### src/rtl/mvp_pkg.sv
// Shared definitions for the matrix-vector path: element width, transaction
// size and the loader state encoding, imported by both loader and multiplier.
package mvp_pkg;

  localparam int W_DEF       = 16;
  localparam int N_ELEMS_DEF = 20;
  localparam int MAT_ELEMS   = 16;

  typedef enum logic [1:0] {
    S_IDLE  = 2'd0,
    S_LOAD  = 2'd1,
    S_FULL  = 2'd2,
    S_ERROR = 2'd3
  } state_t;

endpackage

### src/rtl/matrix_vector_loader.sv
// Collects a 20-word stream (16 matrix elements row-major, then 4 vector
// elements) into registers and presents them to the multiplier as one block.
//
// Handshakes: a word moves on s_* only in a cycle where s_valid && s_ready,
// and the assembled block moves on o_* only where o_valid && o_ready. An
// upstream word offered while s_ready is low must be held by its producer.
module matrix_vector_loader
  import mvp_pkg::*;
#(
  parameter int W       = W_DEF,
  parameter int N_ELEMS = N_ELEMS_DEF
) (
  input  logic         clk,
  input  logic         rst,
  input  logic         s_valid,
  output logic         s_ready,
  input  logic [W-1:0] s_data,
  input  logic         s_last,
  output logic [W-1:0] mat_0_0,
  output logic [W-1:0] mat_0_1,
  output logic [W-1:0] mat_0_2,
  output logic [W-1:0] mat_0_3,
  output logic [W-1:0] mat_1_0,
  output logic [W-1:0] mat_1_1,
  output logic [W-1:0] mat_1_2,
  output logic [W-1:0] mat_1_3,
  output logic [W-1:0] mat_2_0,
  output logic [W-1:0] mat_2_1,
  output logic [W-1:0] mat_2_2,
  output logic [W-1:0] mat_2_3,
  output logic [W-1:0] mat_3_0,
  output logic [W-1:0] mat_3_1,
  output logic [W-1:0] mat_3_2,
  output logic [W-1:0] mat_3_3,
  output logic [W-1:0] vector_0,
  output logic [W-1:0] vector_1,
  output logic [W-1:0] vector_2,
  output logic [W-1:0] vector_3,
  output logic         o_valid,
  input  logic         o_ready,
  output logic         err,
  output state_t       state
);

  localparam logic [4:0] LAST_IDX = 5'(N_ELEMS - 1);

  state_t       state_next;
  logic [4:0]   cnt;
  logic [4:0]   cnt_next;
  logic         store;
  logic [W-1:0] mem [N_ELEMS];

  always_ff @(posedge clk) begin
    if (!rst) begin
      state <= S_IDLE;
      cnt   <= '0;
    end else begin
      state <= state_next;
      cnt   <= cnt_next;
    end
  end

  // A framing violation is detected on the offending word itself, so that
  // word is never written into the element array.
  always_comb begin
    state_next = state;
    cnt_next   = cnt;
    store      = 1'b0;
    s_ready    = 1'b0;
    o_valid    = 1'b0;
    err        = 1'b0;
    case (state)
      S_IDLE, S_LOAD: begin
        s_ready = 1'b1;
        if (s_valid) begin
          if (s_last != (cnt == LAST_IDX)) begin
            state_next = S_ERROR;
          end else begin
            store      = 1'b1;
            cnt_next   = cnt + 5'd1;
            state_next = (cnt == LAST_IDX) ? S_FULL : S_LOAD;
          end
        end
      end
      S_FULL: begin
        o_valid = 1'b1;
        if (o_ready) begin
          state_next = S_IDLE;
          cnt_next   = '0;
        end
      end
      S_ERROR: begin
        err = 1'b1;
      end
      default: begin
        state_next = S_ERROR;
      end
    endcase
  end

  always_ff @(posedge clk) begin
    if (!rst) begin
      for (int i = 0; i < N_ELEMS; i++) mem[i] <= '0;
    end else if (store) begin
      mem[cnt] <= s_data;
    end
  end

  assign mat_0_0  = mem[0];
  assign mat_0_1  = mem[1];
  assign mat_0_2  = mem[2];
  assign mat_0_3  = mem[3];
  assign mat_1_0  = mem[4];
  assign mat_1_1  = mem[5];
  assign mat_1_2  = mem[6];
  assign mat_1_3  = mem[7];
  assign mat_2_0  = mem[8];
  assign mat_2_1  = mem[9];
  assign mat_2_2  = mem[10];
  assign mat_2_3  = mem[11];
  assign mat_3_0  = mem[12];
  assign mat_3_1  = mem[13];
  assign mat_3_2  = mem[14];
  assign mat_3_3  = mem[15];
  assign vector_0 = mem[MAT_ELEMS + 0];
  assign vector_1 = mem[MAT_ELEMS + 1];
  assign vector_2 = mem[MAT_ELEMS + 2];
  assign vector_3 = mem[MAT_ELEMS + 3];

endmodule

### config.mk
export PLATFORM = sky130hd
export DESIGN_NAME = matrix_vector_loader
export DESIGN_NICKNAME = d
export VERILOG_FILES = /design/src/rtl/mvp_pkg.sv /design/src/rtl/matrix_vector_loader.sv
export SDC_FILE = /design/constraint.sdc
export NUM_CORES = 1
export LEC_CHECK = 0
export ABC_CLOCK_PERIOD_IN_PS = 3300
export CORE_MARGIN = 2
export CORE_UTILIZATION = 40
export DETAILED_ROUTE_END_ITERATION = 10
export MAX_ROUTING_LAYER = met4
export PLACE_DENSITY = 0.72
export SYNTH_ARGS = -nofsm -noshare
export SYNTH_HDL_FRONTEND = slang
export SYNTH_SLANG_ARGS = --single-unit
export TNS_END_PERCENT = 1
### constraint.sdc
create_clock -name clk -period 3.3 [get_ports clk]
set_input_delay 0.495 -clock clk [delete_from_list [all_inputs] [get_ports clk]]
set_output_delay 0.495 -clock clk [all_outputs]
set_load 0.005 [all_outputs]
# ---- Word-level counts from Yosys, hierarchy flattened
# Memory sizes are Yosys's and may differ from the RTL's.
# Cells that the tools add are included.
dict set report classes {
  add_sub_neg 1
  eq_ne 8
  mux 22
  reduce_logical 6
}
# op count
set op_table {}
lappend op_table {{$mux 5} 4}
lappend op_table {{$mux 16} 1}
lappend op_table {{$reduce_or 16->1} 1}
lappend op_table {{$mux 1} 11}
lappend op_table {{$pmux 5 s2} 1}
lappend op_table {{$mux 2} 4}
lappend op_table {{$ne 2x2->1 const B} 3}
lappend op_table {{$add 5x1->5 const B} 1}
lappend op_table {{$eq 5x5->1 const B} 1}
lappend op_table {{$eq 2x2->1 const B} 2}
lappend op_table {{$pmux 2 s2} 1}
lappend op_table {{$reduce_and 4->1} 1}
lappend op_table {{$reduce_and 3->1} 1}
lappend op_table {{$eq 2x1->1 const B} 1}
lappend op_table {{$logic_not 2->1} 1}
lappend op_table {{$reduce_bool 2->1} 1}
lappend op_table {{$reduce_or 2->1} 1}
lappend op_table {{$ne 1x1->1} 1}
dict set report totals {
  ff_bits 7
  ram_bits 320
  input_bits 21
  word_cells 40
  memories 1
}
# name words width rd rd_ports_with_merged_regs write_ports line
set mem_list {}
lappend mem_list {mem 20 16 20 0 20 matrix_vector_loader.sv:51} ;# logic [W-1:0] mem [N_ELEMS];

# ---- Logic depth before layout (Yosys ltp)
dict set report depth {
  word_depth 10
  mapped_depth 10
}

# ---- Least setup slack after synthesis
# Ideal clock, no wire load.
dict set report synth_timing {
  kind {register to register}
  start {register cnt[4]}
  end {memory mem[15][0] (netlist name) (enable)}
  setup_time_ps 411
  t_arrival_ps 3202
  required_time_ps 2889
  slack_ps -313
  stages_incl_launch_ff 10
  n_path_buf 3
  cell_sequence {dfxtp_1 > buf_4 > nor3b_4 > buf_4 > nand2_1 > ha_1 > and4bb_2 > nand2_2 > buf_6 > o21ai_0}
}
# item line
set synth_rtl {}
lappend synth_rtl {{start, declared} matrix_vector_loader.sv:48} ;# logic [4:0] cnt;
lappend synth_rtl {{start signal, assigned} matrix_vector_loader.sv:59} ;# cnt <= cnt_next;
lappend synth_rtl {{end, declared} matrix_vector_loader.sv:51}

==> impl_metrics.yaml <==
cells_and_area:
  fillCellCount: 2345
  layout-drive-gt1-share_pct: 8.13
  final_cells: 1632
  antennaDiodeCount: 0
  nets: 1248
  area_delta_synth_final_pct: 40.0
flow_run:
  maxCapViolCount: 0
worst_setup_path:
  end_kind: "flip-flop"
  criticalPathCategory: "flip-flop to flip-flop"
  worstPathRequired_ns: 3.52
  worstPathArrival_ns: 3.10
  startpoint_type: "flip-flop"
  crit_path_max_fanout: 24
clocking:
  clock-root-buffer: "clkbuf_16"
  cts_sinks: 327
  cts_htree_levels: 1
  postCtsSetupBuffers: 0
  clock_path_buffers: 3
  cts_hold_buffers: 0
  cts_buffers: 31
  clk_pin_slew_worst_paths_ns: 0.07
  cts_tree: "yes"
  ctsResizeCount: 0
  clk_latency_ns: 0.54
timing:
  fin_crit_sh_pct: 87.3
  worst_slew_pin_slew_ns: 0.965
  hold_viol_final: 0
  min_period_ns: 2.88
  finalClockSkew_ns: 0.0133
  slew_headroom_pct: 35.3
  maxSlewViolCount: 0
  setup_violations: 0
  fmax_mhz: 347
  rsz0062_at_grt: "no"
global_route:
  grt_pass1_wl_mm: 50.6
  grt-busiest-layer: "met2"
  gr-usage-all-layers_pct: 22.8
  grt_pass1_vias: 7956
  grt_antenna_before_repair: 0
  grt_max_degree: 44
  grt_use_met2_pct: 36.6
  globalRouteMet3Util_pct: 4.43
  grt_overflow: 0
  grtUsageMet1_pct: 29.0
synth:
  synth-main-ff-cell: "edfxtp_1"
  synth-simple-area-share_pct: 14.4
  syn_nets: 882
  synth_mux_area_share_pct: 0.164
  synthesis.area_mm2: 0.0122
  synth.most_common_cell: "nor2_1"
  yosys.cell_types.count: 30
  synth-compound-area-share_pct: 1.46
  yosysWarnings: 0
  ys_ff_latch: 327
  yosys-top-cells-area: "edfxtp_1 79%, nor2_1 10%, nand2_1 2.6%"
  synth_commonest_cells: "324 x nor2_1, 320 x edfxtp_1, 85 x nand2_1"
  syn_inst: 855
  ys_seq_area_share_pct: 80.0
  synth-xor-area-share_pct: 0
  yosysTopAreaCellShare_pct: 78.9
  syn_area_per_cell_um2: 14.3
  synth_top_family_by_area: "simple AND/OR/NAND/NOR gates"
  synth_edf_count: 320
  synth_top_area_cell: "edfxtp_1"
  async_flop_share_pct: 0
  synthAdderAreaFrac_pct: 0.616
routing:
  ant_nets: 0
  drtIter0Drc: 859
  vias: 8224
  drt-total-wl_mm: 36.3
  wl_per_cell_um: 22.3
  drc: 0
  first_pass_iters: 6
  viasPerCell: 5.04
floorplan:
  initial_core_util_pct: 40.9
  design.portCount: 346
  dieWidth_um: 179
  dieArea_mm2: 0.0319
  row_count: 63
  fp.dieH_um: 179
  coreArea_mm2: 0.0298
hold_path:
  hold_class: "flip-flop to flip-flop"
placement:
  post-dp-hpwl_mm: 25.4
  gp_congestion: 0.793
  dp.cells: 1578
  portBuffers: 345
power_and_ir_drop:
  vdd_drop_max_uv: 346
  power.leakage_nw: 5.82
  power_mw: 8.73
  power_density_mw_per_mm2: 512
outcome:
  status: "completed"
-- critical path, stage by stage (launching register included) --
cell and delay [ns]:
dfxtp_1 0.45, ha_1 0.37, nand2_1 0.15, ha_1 0.34, and4bb_2 0.48, nand2_4 0.28, o21ai_1 0.21, buf_4 0.27
-- routing by layer --
metal  share of wire (%)  routed length, µm
met5                   0                  0
met4                 3.6               1300
met3                  10               3730
met2                  48              17500
met1                  38              13800
-- power by group --
part	leakage [nW]	internal [mW]	total, mW	switching [mW]
combinational	2.00	0.298	0.575	0.277
sequential	3.36	4.69	4.76	0.0695
clock	0.464	1.94	3.40	1.46
total	5.82	6.92	8.73	1.81
-- per-stage QoR --
| step | setup WS [ns] | hold WS (ns) | TNS (ns) | utilization, % | instance area [µm²] |
|---|---|---|---|---|---|
| floorplan | -0.313 | 0.519 | -96.66 | - | 12200 |
| global placement | 0.396 | 0.534 | 0 | 54.0 | 16100 |
| detailed placement | 0.366 | 0.554 | 0 | 54.0 | 16100 |
| CTS | 0.445 | 0.574 | 0 | 57.3 | 17100 |
| global route | 0.296 | 0.598 | 0 | 57.3 | 17100 |
| finish | 0.420 | 0.576 | 0 | 57.3 | 17100 |
-- layout by cell type, fill, tap and decap left out, drive strengths merged, types with 4 or more instances in the layout --
master,count
clkdlybuf4s50,345
nor2,324
edfxtp,320
nand2,89
buf,37
clkbuf,34
o21ai,20
clkinv,14
inv,8
dfxtp,7
ha,6
nor3b,4
nand3b,4
a211oi,4
-- final cells by class --
| class | instances | area [µm²] | area share [%] |
|---|---|---|---|
| well taps | 390 | 488 | 2.86 |
| inverters | 7 | 26.3 | 0.154 |
| multi-input cells | 472 | 2090 | 12.3 |
| clock inverters | 20 | 171 | 1.00 |
| clock buffers | 34 | 787 | 4.61 |
| repair buffers | 382 | 3740 | 21.9 |
| flip-flops and latches | 327 | 9750 | 57.1 |
-- registers in the layout, summed over array words and instances (netlist names) --
name   flops
state      2
mem      320
cnt        5
-- cell families (layout without fill, tap and decap cells) --
group / after synthesis / after routing
DFF: 327 / 327
and+or+nand+nor: 433 / 433
AOI/OAI and AO/OA: 31 / 31
buffers and inverters: 56 / 443
adders and majority gates: 6 / 6
muxes: 2 / 2
-- final timing paths --
check,end,depth (start not counted),slack [ns],startpoint
worst max-delay path,mem[12][4],7,0.42,cnt[1]
worst min-delay path,state[0],2,0.58,state[0]
worst max register to register,mem[12][4],7,0.42,cnt[1]
worst min register to register,state[0],2,0.58,state[0]
Note: power is estimated with default switching activity, not from simulation.
